$ cat src/rtl/traffic_pkg.sv
// ============================================================================
// Module      : traffic_pkg
// Description : Shared light encodings, fault codes and monitor states for
//               the traffic conflict monitor.
// Revision    : 1.0 - initial release
// ============================================================================
`default_nettype none

package traffic_pkg;

    localparam logic [2:0] RED    = 3'b100;
    localparam logic [2:0] YELLOW = 3'b010;
    localparam logic [2:0] GREEN  = 3'b001;
    localparam logic [2:0] OFF    = 3'b000;

    typedef enum logic [2:0] {
        FC_NONE         = 3'd0,
        FC_INVALID      = 3'd1,
        FC_CONFLICT     = 3'd2,
        FC_SHORT_YELLOW = 3'd3,
        FC_SKIP_YELLOW  = 3'd4
    } fault_code_e;

    typedef enum logic [1:0] {
        ST_MONITOR   = 2'd0,
        ST_FLASH     = 2'd1,
        ST_WAIT_SYNC = 2'd2
    } mon_state_e;

    // True for the three legal one-hot light codes
    function automatic logic is_valid(input logic [2:0] code);
        return (code == RED) || (code == YELLOW) || (code == GREEN);
    endfunction

endpackage

`default_nettype wire

$ cat src/rtl/traffic_conflict_monitor_flash_timer.sv
// ============================================================================
// Module      : tcm_flash_timer
// Description : Half-period counter for red-flash mode. phase_o=0 is the lit
//               phase; wrap_o flags the cycle on which the phase flips.
// Revision    : 1.0 - initial release
// ============================================================================
`default_nettype none

module tcm_flash_timer #(
    parameter int FLASH_HALF = 4
) (
    input  logic clk,
    input  logic reset,
    input  logic clear_i,
    input  logic en_i,
    output logic phase_o,
    output logic wrap_o
);

    localparam int CW = (FLASH_HALF > 1) ? $clog2(FLASH_HALF) : 1;

    logic [CW-1:0] count_q;
    logic          phase_q;

    assign wrap_o  = en_i && (count_q == CW'(FLASH_HALF - 1));
    assign phase_o = phase_q;

    // Count cycles within a phase and flip the phase at each wrap
    always_ff @(posedge clk or posedge reset) begin
        if (reset) begin
            count_q <= '0;
            phase_q <= 1'b0;
        end else if (clear_i) begin
            count_q <= '0;
            phase_q <= 1'b0;
        end else if (en_i) begin
            if (wrap_o) begin
                count_q <= '0;
                phase_q <= ~phase_q;
            end else begin
                count_q <= count_q + CW'(1);
            end
        end
    end

endmodule

`default_nettype wire

$ cat src/rtl/traffic_conflict_monitor.sv
// ============================================================================
// Module      : traffic_conflict_monitor
// Description : Safety stage between sequencer and lamp drivers. Forwards
//               light codes with one cycle latency, latches faults, forces
//               red flash until cleared, then resyncs to start of cycle.
// Revision    : 1.0 - initial release
// ============================================================================
`default_nettype none

module traffic_conflict_monitor
    import traffic_pkg::*;
#(
    parameter int PERSIST_CYC = 2,
    parameter int MIN_YELLOW  = 3,
    parameter int FLASH_HALF  = 4
) (
    input  logic       clk,
    input  logic       reset,
    input  logic [2:0] roadA_in,
    input  logic [2:0] roadB_in,
    input  logic       fault_clear,
    output logic [2:0] lampA,
    output logic [2:0] lampB,
    output logic       fault,
    output logic [2:0] fault_code,
    output logic       flash_mode
);

    localparam int PW = $clog2(PERSIST_CYC + 1);
    localparam int YW = $clog2(MIN_YELLOW + 1);

    mon_state_e  state_q, state_d;
    logic [2:0]  lampA_q, lampA_d, lampB_q, lampB_d;
    logic [2:0]  prevA_q, prevB_q;
    logic        fault_q, fault_d, flash_q, flash_d;
    fault_code_e code_q, code_d;
    logic [PW-1:0] persist_q, persist_d;
    logic [YW-1:0] yelA_q, yelA_d, yelB_q, yelB_d;

    logic          w_inv, w_conf, w_bad, w_level;
    logic [PW-1:0] w_persist_inc;
    logic [YW-1:0] w_yelA_nx, w_yelB_nx;
    logic          w_shortA, w_shortB, w_skipA, w_skipB;
    fault_code_e   w_code;
    logic          w_phase, w_wrap;

    tcm_flash_timer #(.FLASH_HALF(FLASH_HALF)) u_flash_timer (
        .clk     (clk),
        .reset   (reset),
        .clear_i (state_q != ST_FLASH),
        .en_i    (state_q == ST_FLASH),
        .phase_o (w_phase),
        .wrap_o  (w_wrap)
    );

    // Level faults: illegal codes, or two roads showing non-red together
    assign w_inv         = !is_valid(roadA_in) || !is_valid(roadB_in);
    assign w_conf        = !w_inv && (roadA_in != RED) && (roadB_in != RED);
    assign w_bad         = w_inv || w_conf;
    assign w_persist_inc = persist_q + PW'(1);
    assign w_level       = w_bad && (w_persist_inc >= PW'(PERSIST_CYC));

    // Yellow run lengths saturate once the minimum has been met
    assign w_yelA_nx = (roadA_in != YELLOW) ? '0 :
                       (yelA_q == YW'(MIN_YELLOW)) ? yelA_q : yelA_q + YW'(1);
    assign w_yelB_nx = (roadB_in != YELLOW) ? '0 :
                       (yelB_q == YW'(MIN_YELLOW)) ? yelB_q : yelB_q + YW'(1);

    // Sequence faults judged against the previous sample
    assign w_shortA = (prevA_q == YELLOW) && (roadA_in == RED) && (yelA_q < YW'(MIN_YELLOW));
    assign w_shortB = (prevB_q == YELLOW) && (roadB_in == RED) && (yelB_q < YW'(MIN_YELLOW));
    assign w_skipA  = (prevA_q == GREEN) && (roadA_in == RED);
    assign w_skipB  = (prevB_q == GREEN) && (roadB_in == RED);

    // Pick the lowest-numbered fault present this cycle
    always_comb begin
        w_code = FC_NONE;
        if (w_level)
            w_code = w_inv ? FC_INVALID : FC_CONFLICT;
        else if (w_shortA || w_shortB)
            w_code = FC_SHORT_YELLOW;
        else if (w_skipA || w_skipB)
            w_code = FC_SKIP_YELLOW;
    end

    // Next-state and next-output decode for the monitor FSM
    always_comb begin
        state_d   = state_q;
        lampA_d   = lampA_q;
        lampB_d   = lampB_q;
        fault_d   = fault_q;
        code_d    = code_q;
        flash_d   = flash_q;
        persist_d = persist_q;
        yelA_d    = yelA_q;
        yelB_d    = yelB_q;
        case (state_q)
            ST_MONITOR: begin
                yelA_d = w_yelA_nx;
                yelB_d = w_yelB_nx;
                if (w_bad) begin
                    lampA_d   = RED;
                    lampB_d   = RED;
                    persist_d = w_persist_inc;
                end else begin
                    lampA_d   = roadA_in;
                    lampB_d   = roadB_in;
                    persist_d = '0;
                end
                if (w_code != FC_NONE) begin
                    state_d   = ST_FLASH;
                    fault_d   = 1'b1;
                    code_d    = w_code;
                    flash_d   = 1'b1;
                    lampA_d   = RED;
                    lampB_d   = RED;
                    persist_d = '0;
                    yelA_d    = '0;
                    yelB_d    = '0;
                end
            end
            ST_FLASH: begin
                // Lamp shows the phase the timer is about to enter
                lampA_d = (w_phase ^ w_wrap) ? OFF : RED;
                lampB_d = (w_phase ^ w_wrap) ? OFF : RED;
                if (fault_clear) begin
                    state_d = ST_WAIT_SYNC;
                    fault_d = 1'b0;
                    code_d  = FC_NONE;
                    flash_d = 1'b0;
                    lampA_d = RED;
                    lampB_d = RED;
                end
            end
            ST_WAIT_SYNC: begin
                lampA_d   = RED;
                lampB_d   = RED;
                persist_d = '0;
                yelA_d    = '0;
                yelB_d    = '0;
                if ((roadA_in == GREEN) && (roadB_in == RED)) begin
                    state_d = ST_MONITOR;
                    lampA_d = roadA_in;
                    lampB_d = roadB_in;
                end
            end
            default: state_d = ST_MONITOR;
        endcase
    end

    // State, registered outputs and history registers
    always_ff @(posedge clk or posedge reset) begin
        if (reset) begin
            state_q   <= ST_MONITOR;
            lampA_q   <= RED;
            lampB_q   <= RED;
            prevA_q   <= RED;
            prevB_q   <= RED;
            fault_q   <= 1'b0;
            code_q    <= FC_NONE;
            flash_q   <= 1'b0;
            persist_q <= '0;
            yelA_q    <= '0;
            yelB_q    <= '0;
        end else begin
            state_q   <= state_d;
            lampA_q   <= lampA_d;
            lampB_q   <= lampB_d;
            prevA_q   <= roadA_in;
            prevB_q   <= roadB_in;
            fault_q   <= fault_d;
            code_q    <= code_d;
            flash_q   <= flash_d;
            persist_q <= persist_d;
            yelA_q    <= yelA_d;
            yelB_q    <= yelB_d;
        end
    end

    assign lampA      = lampA_q;
    assign lampB      = lampB_q;
    assign fault      = fault_q;
    assign fault_code = code_q;
    assign flash_mode = flash_q;

endmodule

`default_nettype wire

$ cat config.mk
export PLATFORM = sky130hd
export DESIGN_NAME = traffic_conflict_monitor
export DESIGN_NICKNAME = d
export VERILOG_FILES = /design/src/rtl/traffic_pkg.sv /design/src/rtl/traffic_conflict_monitor_flash_timer.sv /design/src/rtl/traffic_conflict_monitor.sv
export SDC_FILE = /design/constraint.sdc
export NUM_CORES = 1
export LEC_CHECK = 0
export CORE_UTILIZATION = 55
export DETAILED_ROUTE_END_ITERATION = 16
export PLACE_DENSITY = 0.89
export SLEW_MARGIN = 0
export SYNTH_ARGS = -nofsm -noshare
export SYNTH_HDL_FRONTEND = slang
export SYNTH_HIERARCHICAL = 1
export SYNTH_SLANG_ARGS = --single-unit
$ cat constraint.sdc
create_clock -name clk -period 2.2 [get_ports clk]
set_input_delay 0.44 -clock clk [delete_from_list [all_inputs] [get_ports clk]]
set_output_delay 0.44 -clock clk [all_outputs]
set_load 0.01 [all_outputs]
==> impl_metrics.csv <==
group,metric,value,unit
critical_path,critical_path.top_delay_family,"simple AND/OR/NAND/NOR gates",
floorplanning,die_area,3300,um2
route,routed_wl,3780,um
sta,finalClockSkew,0.00571,ns
power_and_ir_drop,ir_worst_vdd,0.000625,V
finish,fin_nets,215,
critical_path,worstPathMaxFanout,6,
yosys,ys_warn_count,6,
sta,fin_ws,0.107,ns
yosys,synth-seq-cells,27,
yosys,async_flop_share,100,%
finish,drive_above_1_share,23.7,%
clocking,cts.sinks,27,
placed_design,dp_hpwl,3010,um
floorplanning,initial_core_util,59.8,%
power_and_ir_drop,p_per_area,857,nW/um2
route,antenna_left,0,
yosys,synth_cells,161,
floorplanning,die_h,57.4,um
sta,post-route-period-util,95.1,%
critical_path,arrival,2.33,ns
route,post_drt_wl_per_cell,16.5,um
yosys,synth_edf_count,0,
finish,antenna_cells,0,
critical_path,worstSetupPathType,"input port to register",
floorplanning,io_pins,20,
critical_path,start_kind,"input port",
critical_path,cpPeakStageDelay,0.54,ns
critical_path,crit_required,2.44,ns
clocking,path_clk_slew,0.14,ns
sta,rsz0062_at_grt,"no",
route,drt_iter0_markers,62,
yosys,avgSynthCellArea,10.5,um2
global_route,gr-usage-all-layers,25.2,%
critical_path,crit_buf_inv,1,
sta,slew_headroom,71.8,%
sta,holdWs,0.305,ns
finish,syn_to_final_growth,21.4,%
sta,final_max_slew_viol_count,0,
route,drc,2,
finish,nFillCells,200,
floorplanning,fp-row-count,19,
status,status,"finished with violations",
sta,hold_viol,0,
power_and_ir_drop,leakage,0.915,nW
placed_design,place_ws,-0.249,ns
global_route,grt_pass1_vias,1445,
placed_design,place_congestion,0.913,
route,vias,1420,
placed_design,io_buffer_count,19,
critical_path,crit_chain,"clkdlybuf4s50_1, nor4b_4, a32oi_1, and2_1, a31oi_4, mux2_4",
route,firstDrtPassIters,10,
clocking,cts_max_level,1,
clocking,postCtsHoldBufs,0,
yosys,yosys.cell_types.count,60,
min_path,min_path_type,"input port to async pin",
floorplanning,core,2830,um2
clocking,cts_tree,"yes",
global_route,grt_max_degree,25,
clocking,clockBufferDepth,2,
global_route,antenna_found_initial,0,
yosys,synth_ff_type,"dfrtp_1",
job,cap_violations,0,
critical_path,crit_path_end_kind,"register",
clocking,insertion_delay,0.33,ns
status,violations,"DRC",
sta,setup_violations,0,
critical_path,crit_slowest_cell,"clkdlybuf4s50_1",
yosys,synth_area,1690,um2
clocking,clockRootBuffer,"clkbuf_4",
clocking,cts_resized,0,
yosys,syn_nets,177,
sta,fin_crit,2.09,ns
clocking,cts_buffers,3,
finish,fin_area,2050,um2
clocking,post_cts_buffers,0,
sta,worstMarginPinSlew,0.423,ns
route,vias_per_cell,6.20,
global_route,grt_overflow_total,0,
yosys,yosysSeqAreaShare,40.3,%
floorplanning,die_x,57.4,um
sta,fmax,478,MHz
placed_design,place_area,2030,um2
global_route,grt_pass1_wl,6300,um
## kinds of logic after synthesis
| group | count (synthesis) | share of synthesized area [%] |
|---|---|---|
| buffers and inverters | 21 | 6.59 |
| xor gates and xnor gates | 4 | 2.52 |
| DFF | 27 | 40.3 |
| AOI/OAI and AO/OA | 41 | 18.7 |
| adders and majority gates | 7 | 5.18 |
| muxes | 4 | 3.03 |
| and+or+nand+nor | 57 | 23.7 |
## report_power, final
| part | total, W | switching (W) | internal (W) |
|---|---|---|---|
| logic | 0.000886 | 0.000475 | 0.000411 |
| registers | 0.000655 | 0.0000617 | 0.000594 |
| clock network | 0.000217 | 0.000145 | 0.0000713 |
## worst register-to-register path: stages (launching register included)
cell and delay, ns:
dfrtp_1 0.45, ha_1 0.28, nor3b_1 0.25, a22oi_2 0.11
and2_1 0.23, a31oi_4 0.25, mux2_4 0.32
## Yosys cell counts (3+ instances only)
| cell | instances | area [um2] |
|---|---|---|
| dfrtp_1 | 23 | 576 |
| inv_1 | 12 | 45.0 |
| nor2_1 | 11 | 41.3 |
| nand2_1 | 9 | 33.8 |
| a21oi_1 | 7 | 35.0 |
| ha_1 | 7 | 87.6 |
| nor2b_1 | 5 | 31.3 |
| o21ai_0 | 5 | 25.0 |
| a22o_1 | 4 | 35.0 |
| dfstp_2 | 4 | 105 |
| a22oi_1 | 3 | 22.5 |
| and2_1 | 3 | 18.8 |
| buf_6 | 3 | 33.8 |
| nand3_1 | 3 | 15.0 |
| o22ai_1 | 3 | 18.8 |
| xnor2_1 | 3 | 26.3 |
## routing by layer
| layer | up-vias | wire [um] | track usage (%) |
|---|---|---|---|
| met5 | - | 0 | 0 |
| met4 | 0 | 138 | 16.0 |
| met3 | 16 | 215 | 4.08 |
| met2 | 56 | 1920 | 44.5 |
| met1 | 686 | 1510 | 28.1 |
| li1 | 662 | - | - |
## sequential cells by signal, indices dropped and copies added (netlist names), 2 cells and up
name	flops
yelA_q	2
lampA	3
fault_code	3
yelB_q	2
prevA_q	3
u_flash_timer/count_q	2
prevB_q	3
persist_q	2
lampB	3
state_q	2
## path summary, 6_finish.rpt
check | slack, ns | depth (start not counted) | start | end
setup / recovery | 0.11 | 6 | roadB_in[0] | fault_code[2]$_DFFE_PP0P_
hold / removal | 0.31 | 2 | reset | u_flash_timer/count_q[0]$_DFFE_PP0P_
setup reg to reg | 0.23 | 6 | yelA_q[0]$_DFFE_PP0P_ | fault_code[2]$_DFFE_PP0P_
hold reg to reg | 0.53 | 1 | lampB[0]$_DFFE_PP0P_ | lampB[0]$_DFFE_PP0P_
max in group asynchronous | 1.42 | 3 | reset | lampA[2]$_DFFE_PP1P_
min in group clk | 0.53 | 1 | lampB[0]$_DFFE_PP0P_ | lampB[0]$_DFFE_PP0P_
## metrics by stage
| stage | util (%) | TNS (ns) | instances | power [W] |
|---|---|---|---|---|
| 4_1_cts | 72.5 | 0 | 229 | 0.00176 |
| 3_5_place_dp | 71.6 | -2.50 | 225 | 0.00155 |
| 2_1_floorplan | - | 0 | 161 | 0.00126 |
| 6_report | 72.5 | 0 | 229 | 0.00176 |
| 5_1_grt | 72.5 | 0 | 229 | 0.00187 |
| 3_3_place_gp | 71.6 | -1.57 | 225 | 0.00150 |
## area by class of cell
| cell class | count | area (um2) | share of cell area [%] |
|---|---|---|---|
| clock buffer | 4 | 26.3 | 1.28 |
| inverter | 12 | 45.0 | 2.20 |
| multi-input combinational | 113 | 898 | 43.8 |
| sequential | 27 | 681 | 33.2 |
| tap | 31 | 38.8 | 1.89 |
| timing repair buffer | 42 | 363 | 17.7 |
## cell usage in the layout (no fill, tap or decap), types with 2 or more instances in the layout
master	n
dfrtp_1	23
buf_4	23
clkdlybuf4s50_1	19
inv_1	12
nor2_1	11
nand2_1	9
a21oi_1	7
ha_1	7
nor2b_1	5
o21ai_0	5
a22o_1	4
dfstp_2	4
nand3_1	3
xnor2_1	3
and2_1	3
a22oi_1	3
o22ai_1	3
clkbuf_4	3
nand2b_1	2
nor4b_4	2
nor3b_1	2
nor3_1	2
nand4b_1	2
nor4_1	2
a21o_1	2
mux2_4	2
a31oi_1	2
Note: power is estimated with default switching activity, not from simulation.
==> RTL change 1: new RTL, same flow settings <==
`FLASH_HALF` is set to 4 in 2 places; all go to 8.
--- a/src/rtl/traffic_conflict_monitor_flash_timer.sv
+++ b/src/rtl/traffic_conflict_monitor_flash_timer.sv
@@ -7,7 +7,7 @@
 `default_nettype none
 
 module tcm_flash_timer #(
-    parameter int FLASH_HALF = 4
+    parameter int FLASH_HALF = 8
 ) (
     input  logic clk,
     input  logic reset,
--- a/src/rtl/traffic_conflict_monitor.sv
+++ b/src/rtl/traffic_conflict_monitor.sv
@@ -12,7 +12,7 @@
 #(
     parameter int PERSIST_CYC = 2,
     parameter int MIN_YELLOW  = 3,
-    parameter int FLASH_HALF  = 4
+    parameter int FLASH_HALF  = 8
 ) (
     input  logic       clk,
     input  logic       reset,
Function: changed (a bounded check fails within 10 cycles, from zero or initial values and one cycle with reset high).
==> RTL change 1 against the unedited design <==
  * Sequential cell count increased by 1
  * Final area increased by 4.3%
  * Clock power is 22% higher
  * Power increased by 4.1%
  * Synthesized area up 3.3%
  * Non-clock buffer count is the same
  * Worst setup slack worse by 0.040 ns
  * Routed wire length rose by 3.8%
  * Critical path depth grew 1
  * Critical endpoint unchanged
  * Largest cell class unchanged
==> RTL change 1: results (changes against the unedited design) <==
status: finished clean
Synthesized Nets: 183 (+3.4%)
number of global-route vias before repair: 1,397 (-3.3%)
fin nets: 221 (+2.8%)
Reg clk slew, reported paths: 0.16 ns (+0.02 ns)
pre-CTS setup slack: -0.265 ns (-0.0162 ns)
met1 WL: 1610 um (+6.6%)
Hold Buf Count CTS: 0 (unchanged)
most area-consuming cells after synthesis: dfrtp_1, dfstp_2, ha_1, nor4b_4, inv_1
final-layout fill cell count: 237 (+19%)
VDD IR-drop max: 0.498 mV (-20%)
met2 wire length: 2090 um (+8.8%)
layout cells sized above 1: 0.236 (-0.000921)
GRT Total Usage: 0.250 (-0.00277)
Worst Tran Pin Value: 0.416 ns (-0.00647 ns)
Layout Cells excl Fill: 247 (+7.9%)
LEAKAGE: 0.951 nW (+4.0%)
Crit path arrival time: 2.43 ns (+0.10 ns)
Yosys cell types: 61 (+1.7%)
gpl congestion: 1.00 (+10%)
Wirelength per Cell: 15.9 um (-3.8%)
DR pass1 iterations: 4 (-6)
hpwl dp: 3040 um (+1.1%)
DR WL met3: 137 um (-36%)
commonest cells in the netlist: dfrtp_1, inv_1, nor2_1
DP Area: 2100 um^2 (+3.6%)
Placed Cells: 243 (+8.0%)
GR Util met2: 0.443 (-0.00183)
critical path fanouts, max: 7 (+1)
[RTL change 1: cells by family (layout without fill, tap and decap cells)]
logic type,after synthesis,count (layout),share of synthesized area
fa+ha+maj,8,8,0.0573
simple gates,59,59,0.237
buf+inv,21,58,0.0637
flops,28,28,0.404
xor+xnor,4,4,0.0244
mux,4,4,0.0294
compound gates,42,42,0.184
[RTL change 1: worst paths after layout]
path                                        from                                   end  slack, ns
max in group asynchronous                  reset                  prevB_q[2]$_DFF_PP1_       1.44
setup / recovery                     roadB_in[1]             fault_code[2]$_DFFE_PP0P_       0.07
hold / removal                             reset  u_flash_timer/count_q[2]$_DFFE_PP0P_       0.28
setup reg to reg           yelB_q[0]$_DFFE_PP0P_             fault_code[1]$_DFFE_PP0P_       0.25
hold reg to reg             lampA[0]$_DFFE_PP0P_                  lampA[0]$_DFFE_PP0P_       0.51
min in group clk            lampA[0]$_DFFE_PP0P_                  lampA[0]$_DFFE_PP0P_       0.51
[RTL change 1: final cells by class]
cell class              count  area share
multi-input cells         117       0.437
flip-flops and latches     28       0.330
repair buffers             42       0.170
well taps                  44      0.0257
inverters                  12      0.0211
clock buffers               4      0.0170
[RTL change 1: metrics by stage]
stage / hold slack [ns] / utilization
global placement: 0.474 / 0.693
CTS: 0.288 / 0.705
floorplan: 0.206 / -
detailed placement: 0.484 / 0.693
finish: 0.280 / 0.707
global route: 0.309 / 0.707
[RTL change 1: critical path, cell delays in order]
cell             delay, ns
clkdlybuf4s50_1       0.66
buf_4                 0.20
xor2_2                0.14
nand3_1               0.16
and3_4                0.24
nor4b_1               0.38
mux2_4                0.21
[RTL change 1: where the power goes]
group | switching (mW) | internal (mW)
Clock | 0.163 | 0.102
Combinational | 0.484 | 0.407
Sequential | 0.0627 | 0.612
==> RTL change 2: new RTL, config.mk and constraints unchanged <==
Without the edit above. Add an input register stage for `roadA_in`, `roadB_in` and `fault_clear`; this delays them by one clock.
--- a/src/rtl/traffic_conflict_monitor.sv
+++ b/src/rtl/traffic_conflict_monitor.sv
@@ -29,6 +29,16 @@
     localparam int PW = $clog2(PERSIST_CYC + 1);
     localparam int YW = $clog2(MIN_YELLOW + 1);
 
+    logic [2:0] roadA_q;
+    logic [2:0] roadB_q;
+    logic fault_clear_q;
+
+    always_ff @(posedge clk) begin
+        roadA_q       <= roadA_in;
+        roadB_q       <= roadB_in;
+        fault_clear_q <= fault_clear;
+    end
+
     mon_state_e  state_q, state_d;
     logic [2:0]  lampA_q, lampA_d, lampB_q, lampB_d;
     logic [2:0]  prevA_q, prevB_q;
@@ -54,23 +64,23 @@
     );
 
     // Level faults: illegal codes, or two roads showing non-red together
-    assign w_inv         = !is_valid(roadA_in) || !is_valid(roadB_in);
-    assign w_conf        = !w_inv && (roadA_in != RED) && (roadB_in != RED);
+    assign w_inv         = !is_valid(roadA_q) || !is_valid(roadB_q);
+    assign w_conf        = !w_inv && (roadA_q != RED) && (roadB_q != RED);
     assign w_bad         = w_inv || w_conf;
     assign w_persist_inc = persist_q + PW'(1);
     assign w_level       = w_bad && (w_persist_inc >= PW'(PERSIST_CYC));
 
     // Yellow run lengths saturate once the minimum has been met
-    assign w_yelA_nx = (roadA_in != YELLOW) ? '0 :
+    assign w_yelA_nx = (roadA_q != YELLOW) ? '0 :
                        (yelA_q == YW'(MIN_YELLOW)) ? yelA_q : yelA_q + YW'(1);
-    assign w_yelB_nx = (roadB_in != YELLOW) ? '0 :
+    assign w_yelB_nx = (roadB_q != YELLOW) ? '0 :
                        (yelB_q == YW'(MIN_YELLOW)) ? yelB_q : yelB_q + YW'(1);
 
     // Sequence faults judged against the previous sample
-    assign w_shortA = (prevA_q == YELLOW) && (roadA_in == RED) && (yelA_q < YW'(MIN_YELLOW));
-    assign w_shortB = (prevB_q == YELLOW) && (roadB_in == RED) && (yelB_q < YW'(MIN_YELLOW));
-    assign w_skipA  = (prevA_q == GREEN) && (roadA_in == RED);
-    assign w_skipB  = (prevB_q == GREEN) && (roadB_in == RED);
+    assign w_shortA = (prevA_q == YELLOW) && (roadA_q == RED) && (yelA_q < YW'(MIN_YELLOW));
+    assign w_shortB = (prevB_q == YELLOW) && (roadB_q == RED) && (yelB_q < YW'(MIN_YELLOW));
+    assign w_skipA  = (prevA_q == GREEN) && (roadA_q == RED);
+    assign w_skipB  = (prevB_q == GREEN) && (roadB_q == RED);
 
     // Pick the lowest-numbered fault present this cycle
     always_comb begin
@@ -103,8 +113,8 @@
                     lampB_d   = RED;
                     persist_d = w_persist_inc;
                 end else begin
-                    lampA_d   = roadA_in;
-                    lampB_d   = roadB_in;
+                    lampA_d   = roadA_q;
+                    lampB_d   = roadB_q;
                     persist_d = '0;
                 end
                 if (w_code != FC_NONE) begin
@@ -123,7 +133,7 @@
                 // Lamp shows the phase the timer is about to enter
                 lampA_d = (w_phase ^ w_wrap) ? OFF : RED;
                 lampB_d = (w_phase ^ w_wrap) ? OFF : RED;
-                if (fault_clear) begin
+                if (fault_clear_q) begin
                     state_d = ST_WAIT_SYNC;
                     fault_d = 1'b0;
                     code_d  = FC_NONE;
@@ -138,10 +148,10 @@
                 persist_d = '0;
                 yelA_d    = '0;
                 yelB_d    = '0;
-                if ((roadA_in == GREEN) && (roadB_in == RED)) begin
+                if ((roadA_q == GREEN) && (roadB_q == RED)) begin
                     state_d = ST_MONITOR;
-                    lampA_d = roadA_in;
-                    lampB_d = roadB_in;
+                    lampA_d = roadA_q;
+                    lampB_d = roadB_q;
                 end
             end
             default: state_d = ST_MONITOR;
@@ -166,8 +176,8 @@
             state_q   <= state_d;
             lampA_q   <= lampA_d;
             lampB_q   <= lampB_d;
-            prevA_q   <= roadA_in;
-            prevB_q   <= roadB_in;
+            prevA_q   <= roadA_q;
+            prevB_q   <= roadB_q;
             fault_q   <= fault_d;
             code_q    <= code_d;
             flash_q   <= flash_d;
Behaviour: not the same (a bounded check fails within 4 cycles, from zero or initial values and one cycle with reset high).
==> RTL change 2 against the unedited design <==
  * The run still ends with design-rule violations left
  * Synthesized cell count shrank 5.0%
  * Final area shrank 5.1%
  * Power grew 13%
  * Routed wire length shrank 8.3%
  * Largest cell class is now registers
  * Cell count shrank 8.7%
  * Via count shrank 9.3%
  * Clock skew grew 0.0017 ns
  * Utilization shrank 3.1 points
  * Sequential cell count grew 7
  * Worst setup slack gained 0.12 ns
  * Fmax grew 5.9%
  * Synthesized area shrank 1.2%
==> RTL change 2: results (changes against the unedited design) <==
status: complete, but fails checks
failing checks: design-rule violations
post-synthesis async set-or-reset flop share: 0.794 (-0.206)
layout cells sized above 1: 0.146 (-0.0913)
Layout Cells excl Fill: 209 (-8.7%)
critical path type: reg2reg
PD cells: 1020 nW/um^2 (+19%)
I/O Buffers: 19 (unchanged)
pre-CTS setup slack: 0.256 ns (+0.504 ns)
min cycle time layout: 1.98 ns (-0.117 ns)
P_seq: 814 uW (+24%)
commonest cells in the netlist: dfrtp_1, inv_1, nor2_1
sequential share of the synthesized area: 0.491 (+0.0887)
DRC Markers: 2 (unchanged)
synthesized area per cell: 10.9 um^2 (+4.0%)
via/cell ratio: 6.16 (-0.62%)
CP peak stage delay: 0.41 ns (-0.13 ns)
most area-consuming cells after synthesis: dfrtp_1, dfxtp_1, dfstp_2, ha_1, a22o_1
htree depth: 2 (+1)
total CTS buffers: 5 (+2)
HP Class: in2async
DP Area: 1880 um^2 (-7.0%)
number of global-route vias before repair: 1,311 (-9.3%)
DR iter-0 viols: 55 (-11%)
worst hold slack: 0.286 ns (-0.0193 ns)
worst slew margin relative to its limit: 0.727 (+0.00897)
gpl congestion: 0.802 (-12%)
global-route wire length before repair: 5790 um (-8.1%)
final-layout fill cell count: 226 (+13%)
GRT Total Usage: 0.237 (-0.0153)
Wirelength per Cell: 16.6 um (+0.49%)
Synthesized Nets: 169 (-4.5%)
CP startpoint: yelB_q[0]$_DFFE_PP0P_
Yosys cell types: 51 (-15%)
LEAKAGE: 0.854 nW (-6.7%)
hpwl dp: 2490 um (-17%)
critical path's slowest cell: dfrtp_1
fin nets: 193 (-10%)
R2R cell count: 7 (+1)
Clock power frac: 0.181 (+0.058)
DR pass1 iterations: 10 (unchanged)
Placed Cells: 201 (-11%)
Reg clk slew, reported paths: 0.10 ns (-0.04 ns)
Reg2Reg Setup Slack: 0.22 ns
clock skew: 0.00743 ns (+0.00172 ns)
VDD IR-drop max: 0.469 mV (-25%)
Crit path arrival time: 2.21 ns (-0.12 ns)
r2r endpoint: fault_code[0]$_DFFE_PP0P_
critical path fanouts, max: 9 (+3)
Internal: 1.24 mW (+15%)
Crit path max-delay family: simple AND/OR/NAND/NOR gates
RTL change 2: final cells by class:
class | count | area (um^2) | area share
clock inverters | 2 | 12.5 | 0.00642
inverters | 11 | 41.3 | 0.0212
flip-flops and latches | 34 | 821 | 0.421
well taps | 31 | 38.8 | 0.0199
clock buffers | 6 | 51.3 | 0.0263
repair buffers | 20 | 198 | 0.101
multi-input cells | 105 | 786 | 0.403
RTL change 2: per-layer routing:
layer / vias to the layer above / routed length (um) / global-route usage
met3: 10 / 162 / 0.0658
met5: - / 0 / 0
li1: 602 / - / -
met4: 0 / 85 / 0.125
met1: 633 / 1500 / 0.275
met2: 43 / 1720 / 0.400
RTL change 2: logic make-up (layout without fill, tap and decap cells):
group	Yosys count	after routing	share of synthesized area
AO/OA/AOI/OAI	38	38	0.178
XOR/XNOR	5	5	0.0262
adder cells (fa/ha/maj)	7	7	0.0524
buffers and inverters	14	39	0.0382
flip-flops	34	34	0.491
multiplexers	3	3	0.0195
AND/OR/NAND/NOR	52	52	0.195
